$ cat config.mk
export PLATFORM = sky130hd
export DESIGN_NAME = nts_tx_arbiter
export DESIGN_NICKNAME = d
export VERILOG_FILES = /design/src/rtl/nts_tx_arbiter.sv
export SDC_FILE = /design/constraint.sdc
export NUM_CORES = 1
export LEC_CHECK = 0
export CAP_MARGIN = 5
export CORE_AREA = 8 8 138 140
export CTS_BUF_LIST = sky130_fd_sc_hd__clkbuf_8 sky130_fd_sc_hd__clkbuf_16
export CTS_CLUSTER_SIZE = 20
export DETAILED_ROUTE_END_ITERATION = 12
export DIE_AREA = 0 0 146 148
export GPL_TIMING_DRIVEN = 0
export MAX_ROUTING_LAYER = met4
export SLEW_MARGIN = 20
export SYNTH_ARGS = -nofsm -noshare
export SYNTH_HDL_FRONTEND = slang
export SYNTH_SLANG_ARGS = --single-unit
$ cat constraint.sdc
create_clock -name i_clk -period 2.5 [get_ports i_clk]
set_input_delay 0.5 -clock i_clk [delete_from_list [all_inputs] [get_ports i_clk]]
set_output_delay 0.5 -clock i_clk [all_outputs]
set_load 0.01 [all_outputs]
$ cat src/rtl/nts_tx_arbiter.sv
// -----------------------------------------------------------------------------
// nts_tx_arbiter
//
// Round-robin arbiter that shares one TX extractor between ENGINES NTS engine
// transmit ports. One engine is granted at a time, and the grant is held for a
// whole packet, until the extractor pulses packet-read. While a grant is held,
// the granted engine's FIFO data and status reach the extractor through a
// purely combinational mux, and the extractor's read strobes go back to that
// engine only. After each grant, one RELEASE cycle gives the engine time to
// drop its packet-available level before the arbiter scans again.
//
// Ports
//   i_clk, i_reset_n             clock; synchronous active-low reset
//   i_engine_packet_available    per-engine "packet ready for TX"
//   o_engine_packet_read         per-engine packet-consumed strobe
//   i_engine_fifo_empty          per-engine TX FIFO empty
//   o_engine_fifo_rd_en          per-engine FIFO read enable
//   i_engine_fifo_rd_data        packed read data, engine k at [W*k +: W]
//   i_engine_bytes_last_word     packed, 4 bits per engine
//   o_packet_available, o_fifo_empty, o_fifo_rd_data, o_bytes_last_word
//                                extractor-facing view of the granted engine
//   i_packet_read, i_fifo_rd_en  extractor strobes, forwarded to the grant
//   o_busy                       high while a grant is held (ACTIVE)
//   o_grant_index                index of the granted / last granted engine
//   o_protocol_error             one-cycle pulse when a grant is aborted
// -----------------------------------------------------------------------------
module nts_tx_arbiter #(
    parameter int ENGINES        = 4,
    parameter int MAC_DATA_WIDTH = 64,
    localparam int GRANT_WIDTH   = (ENGINES > 1) ? $clog2(ENGINES) : 1
) (
    input  logic                              i_clk,
    input  logic                              i_reset_n,

    input  logic [ENGINES-1:0]                i_engine_packet_available,
    output logic [ENGINES-1:0]                o_engine_packet_read,
    input  logic [ENGINES-1:0]                i_engine_fifo_empty,
    output logic [ENGINES-1:0]                o_engine_fifo_rd_en,
    input  logic [MAC_DATA_WIDTH*ENGINES-1:0] i_engine_fifo_rd_data,
    input  logic [4*ENGINES-1:0]              i_engine_bytes_last_word,

    output logic                              o_packet_available,
    input  logic                              i_packet_read,
    output logic                              o_fifo_empty,
    input  logic                              i_fifo_rd_en,
    output logic [MAC_DATA_WIDTH-1:0]         o_fifo_rd_data,
    output logic [3:0]                        o_bytes_last_word,

    output logic                              o_busy,
    output logic [GRANT_WIDTH-1:0]            o_grant_index,
    output logic                              o_protocol_error
);

    typedef enum logic [1:0] {
        ST_IDLE,
        ST_ACTIVE,
        ST_RELEASE
    } state_t;

    state_t                 state_q, state_d;
    logic [GRANT_WIDTH-1:0] grant_q, grant_d;
    logic [GRANT_WIDTH-1:0] rr_ptr_q, rr_ptr_d;
    logic                   error_q, error_d;

    logic                   scan_hit;
    logic [GRANT_WIDTH-1:0] scan_idx;
    logic [GRANT_WIDTH-1:0] grant_next_ptr;
    logic                   active;

    assign active = (state_q == ST_ACTIVE);

    // Pointer value after the current grant, wrapping at ENGINES (which need
    // not be a power of two).
    assign grant_next_ptr = (grant_q == GRANT_WIDTH'(ENGINES - 1)) ? '0 : grant_q + 1'b1;

    // Round-robin scan starting at rr_ptr. Walking the offsets from highest to
    // lowest lets the lowest offset (closest to the pointer) win.
    always_comb begin
        int                     cand;
        logic [GRANT_WIDTH-1:0] cand_idx;
        // NOTE: every variable written here gets a default first, so no path
        // leaves it unassigned and no latch is inferred.
        scan_hit = 1'b0;
        scan_idx = '0;
        cand     = 0;
        cand_idx = '0;
        for (int i = ENGINES - 1; i >= 0; i--) begin
            cand = int'(rr_ptr_q) + i;
            if (cand >= ENGINES) begin
                cand = cand - ENGINES;
            end
            cand_idx = GRANT_WIDTH'(cand);
            if (i_engine_packet_available[cand_idx]) begin
                scan_hit = 1'b1;
                scan_idx = cand_idx;
            end
        end
    end

    // Next-state logic.
    always_comb begin
        state_d  = state_q;
        grant_d  = grant_q;
        rr_ptr_d = rr_ptr_q;
        error_d  = 1'b0;
        case (state_q)
            ST_IDLE: begin
                if (scan_hit) begin
                    grant_d = scan_idx;
                    state_d = ST_ACTIVE;
                end
            end
            ST_ACTIVE: begin
                // A read that coincides with the engine dropping its level is a
                // normal release; only a drop without a read is an abort.
                if (i_packet_read) begin
                    state_d  = ST_RELEASE;
                    rr_ptr_d = grant_next_ptr;
                end else if (!i_engine_packet_available[grant_q]) begin
                    error_d  = 1'b1;
                    state_d  = ST_RELEASE;
                    rr_ptr_d = grant_next_ptr;
                end
            end
            ST_RELEASE: begin
                state_d = ST_IDLE;
            end
            default: begin
                state_d = ST_IDLE;
            end
        endcase
    end

    // NOTE: sequential state uses non-blocking assignments so every register
    // samples the pre-edge values; reset is sampled on the clock edge.
    always_ff @(posedge i_clk) begin
        if (!i_reset_n) begin
            state_q  <= ST_IDLE;
            grant_q  <= '0;
            rr_ptr_q <= '0;
            error_q  <= 1'b0;
        end else begin
            state_q  <= state_d;
            grant_q  <= grant_d;
            rr_ptr_q <= rr_ptr_d;
            error_q  <= error_d;
        end
    end

    // Combinational forwarding: nothing passes outside ACTIVE, and the
    // extractor sees an empty FIFO with no packet pending.
    always_comb begin
        o_packet_available   = 1'b0;
        o_fifo_empty         = 1'b1;
        o_fifo_rd_data       = '0;
        o_bytes_last_word    = '0;
        o_engine_fifo_rd_en  = '0;
        o_engine_packet_read = '0;
        for (int k = 0; k < ENGINES; k++) begin
            if (active && (grant_q == GRANT_WIDTH'(k))) begin
                o_packet_available      = i_engine_packet_available[k];
                o_fifo_empty            = i_engine_fifo_empty[k];
                o_fifo_rd_data          = i_engine_fifo_rd_data[MAC_DATA_WIDTH*k +: MAC_DATA_WIDTH];
                o_bytes_last_word       = i_engine_bytes_last_word[4*k +: 4];
                o_engine_fifo_rd_en[k]  = i_fifo_rd_en;
                o_engine_packet_read[k] = i_packet_read;
            end
        end
    end

    assign o_busy           = active;
    assign o_grant_index    = grant_q;
    assign o_protocol_error = error_q;

endmodule

==> flow_summary.json, run 1 <==
{
  "grt_usage_pct": 19.4,
  "crit_type": "flip-flop to output port",
  "violations": "negative setup slack",
  "synthCells": 395,
  "status": "finished, violations left",
  "slew_headroom_pct": 64.8,
  "ant_nets": 0,
  "grt_pass1_wl_mm": 31.8,
  "yosysUniqueCellTypes": 41,
  "hold_path_depth": 1,
  "dp_hpwl_mm": 17.3,
  "drcViolationCount": 0,
  "max-vdd-ir-drop_v": 0.000203,
  "synthToLayoutAreaGrowth_pct": 171,
  "globalplace.congestion": 0.821,
  "die_w_um": 146,
  "critPathCaptureType": "output port",
  "syn-num-nets": 683,
  "drive_above_1_share_pct": 26.5,
  "crit_chain": "buf_4 -> ha_4 -> nand2b_4 -> buf_8 -> buf_12 -> buf_12 -> a2bb2oi_2 -> a21oi_2 -> buf_2",
  "start_util_pct": 15.1,
  "dr.pass1.iters": 5,
  "whs_endpoint": "state_q[0]",
  "met1_usage_pct": 23.5,
  "grt_use_met2_pct": 34.2,
  "use_met3_pct": 3.03,
  "grt_max_degree": 11,
  "drv_slew": 0,
  "syn_avg_cell_area_um2": 6.47,
  "ys_seq_area_share_pct": 5.48,
  "clockRootBuffer": "clkbuf_16",
  "tns_ns": -0.000236,
  "r2r_setup_slack_ns": 0.93,
  "chipHeight_um": 148,
  "fp-row-count": 48,
  "rr_endpoint": "rr_ptr_q[1]",
  "crit_top_cell": "buf_12",
  "clock_path_buffers": 2,
  "period_share_pct": 100,
  "rsz0062_at_grt": "true",
  "top_level_ports": 366,
  "min_from": "state_q[1]",
  "drt_iter0_drc": 258,
  "syn_area_um2": 2560,
  "p_leak_uw": 0.00295,
  "r2r_cells": 4,
  "slowest_stage": "dfxtp_4",
  "numClockSinks": 7,
  "worst_pin_slew_ns": 0.527,
  "grt_busiest_layer": "met2",
  "vias": 4767,
  "hold_slack_ns": 0.435,
  "max_stage_delay_ns": 0.36,
  "grt-ovfl-total": 0,
  "fin_crit_ns": 2.50,
  "hold_viol": 0,
  "antenna_found_initial": 1,
  "min_path_type": "flip-flop to flip-flop",
  "r2r_start": "o_grant_index[0]",
  "clk_latency_ns": 0.23,
  "port_buffers": 364,
  "final_common_cell": "clkdlybuf4s50_1",
  "worstPathRequired_ns": 2.00,
  "core-area_um2": 16900,
  "fill_cells": 1812,
  "routedWlPerCell_um": 22.2,
  "power_density_nw_per_um2": 334,
  "nNetsFinal": 1065,
  "start_kind": "flip-flop",
  "cts_tree": "done",
  "clkTransAtPathRegs_ns": 0.04,
  "yosysWarnings": 0,
  "synth-seq-cells": 7,
  "finClkSkew_ns": 0.00131,
  "ctsHoldBuffers": 0,
  "setup_viol": 1,
  "crit_fanout": 10,
  "grt_pass1_vias": 4957,
  "layout_common_cells": "clkdlybuf4s50_1, buf_2, nor2_1, a21oi_1, a2bb2oi_1",
  "wirelength_mm": 22.2,
  "dieArea_um2": 21600,
  "vias_per_cell": 4.76,
  "maxCapViolations": 0,
  "cts-htree-levels": 1,
  "cts_buffers": 3,
  "worstPathArrival_ns": 2.00,
  "fmax_mhz": 400,
  "fin_ws_ns": -0.000236
}
## cells in the mapped netlist (all sizes together)
master	count	area share, %
nor3	1	0.20
a22oi	69	20
buf	33	7.6
ha	4	2.0
inv	7	1.0
nor2	72	11
o21ai	3	0.59
nor3b	1	0.29
a31oi	1	0.24
and4b	1	0.39
o221ai	1	0.34
a22o	1	0.34
and3	8	2.0
nor4	1	0.24
or3b	1	0.34
dfxtp	7	5.5
o21bai	1	0.29
a21boi	1	0.29
and2	2	0.49
mux2i	1	0.39
a2bb2oi	69	24
a2111oi	1	0.34
nand2b	3	1.0
nand2	5	0.73
mux2	2	0.88
o2111ai	1	0.34
a221oi	2	0.93
clkbuf	16	2.4
a21oi	72	14
o22ai	1	0.24
nand3	2	0.39
nor2b	5	1.2
## kinds of logic (layout without fill, tap and decap cells)
group / count (synthesis) / in the layout / synth area share [%]
muxes: 3 / 3 / 1.27
and+or+nand+nor: 102 / 102 / 17.9
buffers and inverters: 56 / 437 / 11.1
other: 0 / 1 / 0
AOI/OAI and AO/OA: 223 / 223 / 62.4
adders and majority gates: 4 / 4 / 1.96
DFF: 7 / 7 / 5.48
## report_power, final
| group | internal [uW] | switching (uW) | total, uW |
|---|---|---|---|
| registers | 123 | 14.2 | 138 |
| clock network | 208 | 63.4 | 272 |
| logic | 1130 | 773 | 1900 |
## worst max-delay path, delay by kind of cell, from the launching register on
kind                     cells  cell delay [ns]
AO/OA/AOI/OAI                2             0.33
adder cells (fa/ha/maj)      1             0.18
buffers and inverters        5             0.75
flip-flops                   1             0.36
AND/OR/NAND/NOR              1             0.14
## flip-flops by register name, summed over array words and instances, names as in the netlist
name              flops
o_grant_index         2
rr_ptr_q              2
state_q               2
o_protocol_error      1
## repair_timing
item                                    CTS  global route
endpoints found under the setup margin   72            74
setup buffers                            13             3
resized for setup                       358            82
pin swaps                                24            25
cloned                                    3             0
## worst max path at each step
stage / from / end / slack [ns] / cells after the start
after floorplan: o_grant_index[1] / o_fifo_empty / 0.25 / 9
after global placement: o_grant_index[0] / o_fifo_rd_data[63] / -0.78 / 7
after global routing: o_grant_index[1] / o_fifo_rd_data[9] / -0.06 / 11
final: o_grant_index[1] / o_fifo_rd_data[55] / -0.0002 / 9
after detailed placement: o_grant_index[0] / o_fifo_rd_data[63] / -0.80 / 7
after CTS: o_grant_index[1] / o_fifo_rd_data[13] / -0.06 / 12
## per-layer routing
layer / vias to the layer above / part of all wire, %
li1: 2301 / -
met1: 2234 / 43
met2: 214 / 51
met3: 18 / 5.4
met4: 0 / 1.1
met5: - / 0
## metrics by stage
stage | util (%) | cells | total power (uW) | instance area [um2] | worst slack [ns]
floorplan | - | 395 | 870 | 2560 | 0.253
global placement | 38.3 | 984 | 1820 | 6480 | -0.779
detailed placement | 38.3 | 984 | 1820 | 6480 | -0.798
CTS | 39.9 | 1004 | 2270 | 6760 | -0.0636
global route | 40.9 | 1002 | 2440 | 6920 | -0.0649
finish | 40.9 | 1002 | 2310 | 6920 | -0.000236
## final cells by class
| class | count | area, um2 | area share [%] |
|---|---|---|---|
| plain buffers | 44 | 389 | 5.62 |
| flip-flops and latches | 7 | 150 | 2.17 |
| well taps | 225 | 282 | 4.07 |
| diodes | 1 | 2.50 | 0.0361 |
| repair buffers | 382 | 3520 | 50.8 |
| inverters | 7 | 31.3 | 0.452 |
| clock inverters | 1 | 3.75 | 0.0542 |
| clock buffers | 3 | 75.1 | 1.08 |
| multi-input cells | 332 | 2470 | 35.7 |
Power figures use the tool's default switching activity.
==> run 2: changes to the inputs <==
Settings changed: PLACE_DENSITY set to 0.68.
==> run 2 against run 1 <==
The flow still finishes with violations (negative setup slack). Clock-buffer cell count unchanged. Final area increased by 6.2%. Total power increased by 10%. First-iteration DRC count decreased by 10%. Critical path depth increased by 3. Clock power increased by 2%. Maximum frequency decreased by 3.7%. Flip-flop and latch count unchanged. Cell count increased by 1.8%. Core utilization increased by 2.5 points. Critical path type unchanged. Critical endpoint is now o_fifo_rd_data[40].
==> flow_summary.json, run 2 (same netlist as run 1, synthesis figures left out) <==
{
  "grt-ovfl-total": 0,
  "violations": "negative setup slack",
  "clock_path_buffers": 2,
  "fmax_mhz": 385,
  "drv_slew": 0,
  "maxCapViolations": 0,
  "r2r_setup_slack_ns": 0.95,
  "numClockSinks": 7,
  "vias": 4962,
  "nNetsFinal": 1083,
  "max_stage_delay_ns": 0.36,
  "dieArea_um2": 21600,
  "wirelength_mm": 22.7,
  "dp_hpwl_mm": 17.0,
  "chipHeight_um": 148,
  "finClkSkew_ns": 0.000796,
  "antenna_found_initial": 1,
  "period_share_pct": 104,
  "min_path_type": "flip-flop to flip-flop",
  "port_buffers": 364,
  "ctsHoldBuffers": 0,
  "synthToLayoutAreaGrowth_pct": 188,
  "vias_per_cell": 4.86,
  "dr.pass1.iters": 5,
  "final_common_cell": "clkdlybuf4s50_1",
  "drt_iter0_drc": 232,
  "layout_common_cells": "clkdlybuf4s50_1, buf_2, nor2_1, a21oi_1, a22oi_2",
  "crit_top_cell": "buf_8",
  "slowest_stage": "dfxtp_4",
  "fp-row-count": 48,
  "clkTransAtPathRegs_ns": 0.04,
  "grt_usage_pct": 19.3,
  "fin_crit_ns": 2.60,
  "drcViolationCount": 0,
  "crit_type": "flip-flop to output port",
  "tns_ns": -0.331,
  "fill_cells": 1728,
  "globalplace.congestion": 0.832,
  "start_util_pct": 15.1,
  "clk_latency_ns": 0.23,
  "fin_ws_ns": -0.0951,
  "crit_fanout": 5,
  "dr_wl_met3_mm": 1.36,
  "grt_pass1_wl_mm": 31.9,
  "ant_nets": 0,
  "cts_tree": "done",
  "power_density_nw_per_um2": 347,
  "slew_headroom_pct": 73.0,
  "cts-htree-levels": 1,
  "highest_layer": "met4",
  "wl_met2_mm": 11.4,
  "wl_met1_mm": 9.45,
  "critPathCaptureType": "output port",
  "pre_cts_ws_ns": -0.894,
  "worst_pin_slew_ns": 0.402,
  "start_kind": "flip-flop",
  "max-vdd-ir-drop_v": 0.000324,
  "crit_chain": "inv_4 -> ha_4 -> buf_8 -> nor2b_4 -> buf_8 -> buf_12 -> buf_8 -> buf_8 -> a22oi_2 -> a2bb2oi_1 -> a21oi_1 -> buf_2",
  "clockRootBuffer": "clkbuf_16",
  "grt_max_degree": 11,
  "p_leak_uw": 0.00306,
  "setup_viol": 13,
  "grt_pass1_vias": 5149,
  "status": "finished, violations left",
  "drive_above_1_share_pct": 31.6,
  "routedWlPerCell_um": 22.2,
  "rsz0062_at_grt": "true",
  "top_level_ports": 366,
  "hold_viol": 0,
  "core-area_um2": 16900,
  "worstPathRequired_ns": 2.00,
  "die_w_um": 146,
  "cts_buffers": 3,
  "worstPathArrival_ns": 2.10
}
run 2: area by class of cell:
type	count	area (um2)	area share [%]
inverters	7	31.3	0.425
multi-input cells	332	2640	35.8
plain buffers	46	442	6.00
repair buffers	398	3740	50.8
clock buffers	3	75.1	1.02
diodes	1	2.50	0.0340
flip-flops and latches	7	149	2.02
well taps	225	282	3.83
clock inverters	1	3.75	0.0510
run 2: timing repair:
item,in CTS,in global routing
gates resized for setup,379,104
setup buffers,17,12
pin swaps,36,38
gates cloned,4,2
setup endpoints to repair,72,71
run 2: path summary, 6_finish.rpt:
check / cells after the start / to / start
worst max-delay path: 12 / o_fifo_rd_data[40] / o_grant_index[1]
worst min-delay path: 1 / state_q[0] / state_q[1]
worst max register to register: 5 / rr_ptr_q[0] / o_grant_index[0]
worst min register to register: 1 / state_q[0] / state_q[1]
run 2: per-stage QoR:
| step | instance area, um2 | hold slack (ns) | std cells | total power (uW) | util, % |
|---|---|---|---|---|---|
| 3_3_place_gp | 6480 | 0.432 | 984 | 1810 | 38.3 |
| 2_1_floorplan | 2560 | 0.423 | 395 | 870 | - |
| 3_5_place_dp | 6480 | 0.435 | 984 | 1820 | 38.3 |
| 5_1_grt | 7360 | 0.449 | 1020 | 2690 | 43.4 |
| 6_report | 7360 | 0.436 | 1020 | 2550 | 43.4 |
| 4_1_cts | 6870 | 0.440 | 1009 | 2330 | 40.6 |
run 2: routing by layer:
| metal | GRT usage [%] | vias to the layer above |
|---|---|---|
| met3 | 3.24 | 30 |
| met2 | 34.1 | 231 |
| li1 | - | 2338 |
| met4 | 3.04 | 0 |
| met5 | - | - |
| met1 | 22.9 | 2363 |
run 2: critical path, delay by kind of cell (launching register included):
kind	cells	cell delay, ns
AO/OA/AOI/OAI	3	0.39
adder cells (fa/ha/maj)	1	0.17
buffers and inverters	7	0.83
flip-flops	1	0.36
AND/OR/NAND/NOR	1	0.11
run 2: power by group:
group          internal (uW)  total (uW)  switching [uW]
registers                123         137            13.6
clock network            209         277            67.8
logic                   1290        2140             846
total                   1630        2550             927
==> run 3: changes to the inputs <==
Settings changed: CTS_CLUSTER_SIZE 20 to unset.
Clock period 2.5 ns to 2.66 ns, I/O delays scaled along.
==> run 3 against run 2 <==
The run now ends clean. Final area is 10% lower. Clock power is 6% lower. Flip-flop and latch count stayed put. Routed wire length is 4.1% lower. Die area stayed put. Setup slack better by 0.19 ns. Hold slack better by 0.0057 ns.
==> flow_summary.json, run 3 (same netlist as run 1, synthesis figures left out) <==
{
  "drcViolationCount": 0,
  "start_kind": "flip-flop",
  "grt-ovfl-total": 0,
  "fp-row-count": 48,
  "worstPathArrival_ns": 2.03,
  "maxCapViolations": 0,
  "period_share_pct": 96.5,
  "max-vdd-ir-drop_v": 0.000310,
  "fmax_mhz": 390,
  "synthToLayoutAreaGrowth_pct": 158,
  "final_common_cell": "clkdlybuf4s50_1",
  "critPathCaptureType": "output port",
  "hold_slack_ns": 0.442,
  "numClockSinks": 7,
  "worst_pin_slew_ns": 0.561,
  "antenna_found_initial": 0,
  "hold_viol": 0,
  "wirelength_mm": 21.7,
  "slowest_stage": "dfxtp_4",
  "routedWlPerCell_um": 21.8,
  "clockRootBuffer": "clkbuf_16",
  "cts_buffers": 3,
  "crit_buf_inv": 5,
  "combPwrFrac_pct": 80.7,
  "crit_type": "flip-flop to output port",
  "min_path_type": "flip-flop to flip-flop",
  "clockPowerShare_pct": 12.9,
  "start_util_pct": 15.1,
  "intPower_uw": 1270,
  "nNetsFinal": 1060,
  "fin_crit_ns": 2.57,
  "crit_fanout": 10,
  "fill_cells": 1811,
  "grt_pass1_wl_mm": 31.1,
  "grt_pass1_vias": 4991,
  "clk_latency_ns": 0.23,
  "clock_path_buffers": 2,
  "cts_tree": "done",
  "power_density_nw_per_um2": 305,
  "dr.pass1.iters": 4,
  "crit_chain": "buf_4 -> ha_4 -> nand2b_1 -> clkbuf_8 -> buf_8 -> buf_6 -> a2bb2oi_1 -> a21oi_1 -> buf_2",
  "worstPathRequired_ns": 2.13,
  "max_stage_delay_ns": 0.36,
  "clkTransAtPathRegs_ns": 0.04,
  "diodes": 0,
  "dp_hpwl_mm": 17.0,
  "finClkSkew_ns": 0.00128,
  "p_leak_uw": 0.00281,
  "critPathTopFamily": "buffers and inverters",
  "core-area_um2": 16900,
  "ant_nets": 0,
  "layout_common_cells": "clkdlybuf4s50_1, nor2_1, a21oi_1, a2bb2oi_1, buf_2",
  "grt_max_degree": 11,
  "netSwitchingPower_uw": 744,
  "cts-htree-levels": 1,
  "top_level_ports": 366,
  "rsz0062_at_grt": "false",
  "drive_above_1_share_pct": 20.1,
  "die_w_um": 146,
  "vias_per_cell": 4.79,
  "dieArea_um2": 21600,
  "chipHeight_um": 148,
  "status": "finished clean",
  "globalplace.congestion": 0.832,
  "setup_viol": 0,
  "p_seq_share_pct": 6.4,
  "tns_ns": 0,
  "drv_slew": 0,
  "p_sw_share_pct": 37.0,
  "slew_headroom_pct": 62.6,
  "port_buffers": 364,
  "drt_iter0_drc": 236,
  "grt_usage_pct": 18.9,
  "vias": 4774
}
==> run 3: changes by cell type in the layout (fill, tap and decap cells not counted), sizes merged <==
cell and delta:
diode -1, clkdlybuf4s15 +5, buf -48, dlygate4sd2 +3, clkbuf +17
==> run 3: power by group through the flow <==
| stage | registers (uW) | clock network, uW | logic (uW) |
|---|---|---|---|
| after floorplan | 128 | 0 | 689 |
| after global placement | 130 | 0 | 1570 |
| after detailed placement | 130 | 0 | 1580 |
| after CTS | 127 | 259 | 1610 |
| after global routing | 130 | 269 | 1730 |
| final | 128 | 259 | 1620 |
==> run 3: metal layers <==
metal	vias up	global-route usage (%)	part of all wire, %
li1	2290	-	-
met1	2246	22.8	43
met2	214	32.9	50
met3	24	3.39	5.7
met4	0	2.58	1.4
met5	-	-	0
==> run 3: final timing paths <==
| path | from | slack, ns | cells past startpoint | endpoint |
|---|---|---|---|---|
| hold reg to reg | state_q[1] | 0.44 | 1 | state_q[0] |
| setup reg to reg | o_grant_index[0] | 1.12 | 4 | rr_ptr_q[1] |
| setup / recovery | o_grant_index[1] | 0.09 | 9 | o_fifo_rd_data[58] |
| hold / removal | state_q[1] | 0.44 | 1 | state_q[0] |
==> run 3: area by class of cell <==
cell class                 count  area, um2  area share [%]
timing repair buffer         375       3420            51.9
clock inverter                 1       3.75          0.0569
clock buffer                   3       75.1            1.14
inverter                       7       28.8           0.437
buffer                        46        354            5.37
sequential                     7        148            2.24
multi-input combinational    332       2280            34.6
tap                          225        282            4.27
==> run 3: repair_timing <==
action / 4_1_cts / 5_1_grt
buffers inserted: 9 / 1
endpoints found under the hold margin: 0 / 0
cloned: 1 / 0
gates resized for setup: 258 / 76
setup endpoints to repair: 72 / 70
hold buffers: 0 / 0
pin swaps: 6 / 10
==> run 3: per-stage QoR <==
step | worst slack, ns | util, % | instance area, um2 | total power, uW | std cells
global route | 0.00876 | 38.9 | 6590 | 2130 | 996
detailed placement | -0.766 | 38.3 | 6480 | 1710 | 984
floorplan | 0.381 | - | 2560 | 817 | 395
CTS | 0.00151 | 39.0 | 6600 | 2000 | 998
finish | 0.0937 | 38.9 | 6590 | 2010 | 996
global placement | -0.760 | 38.3 | 6480 | 1700 | 984
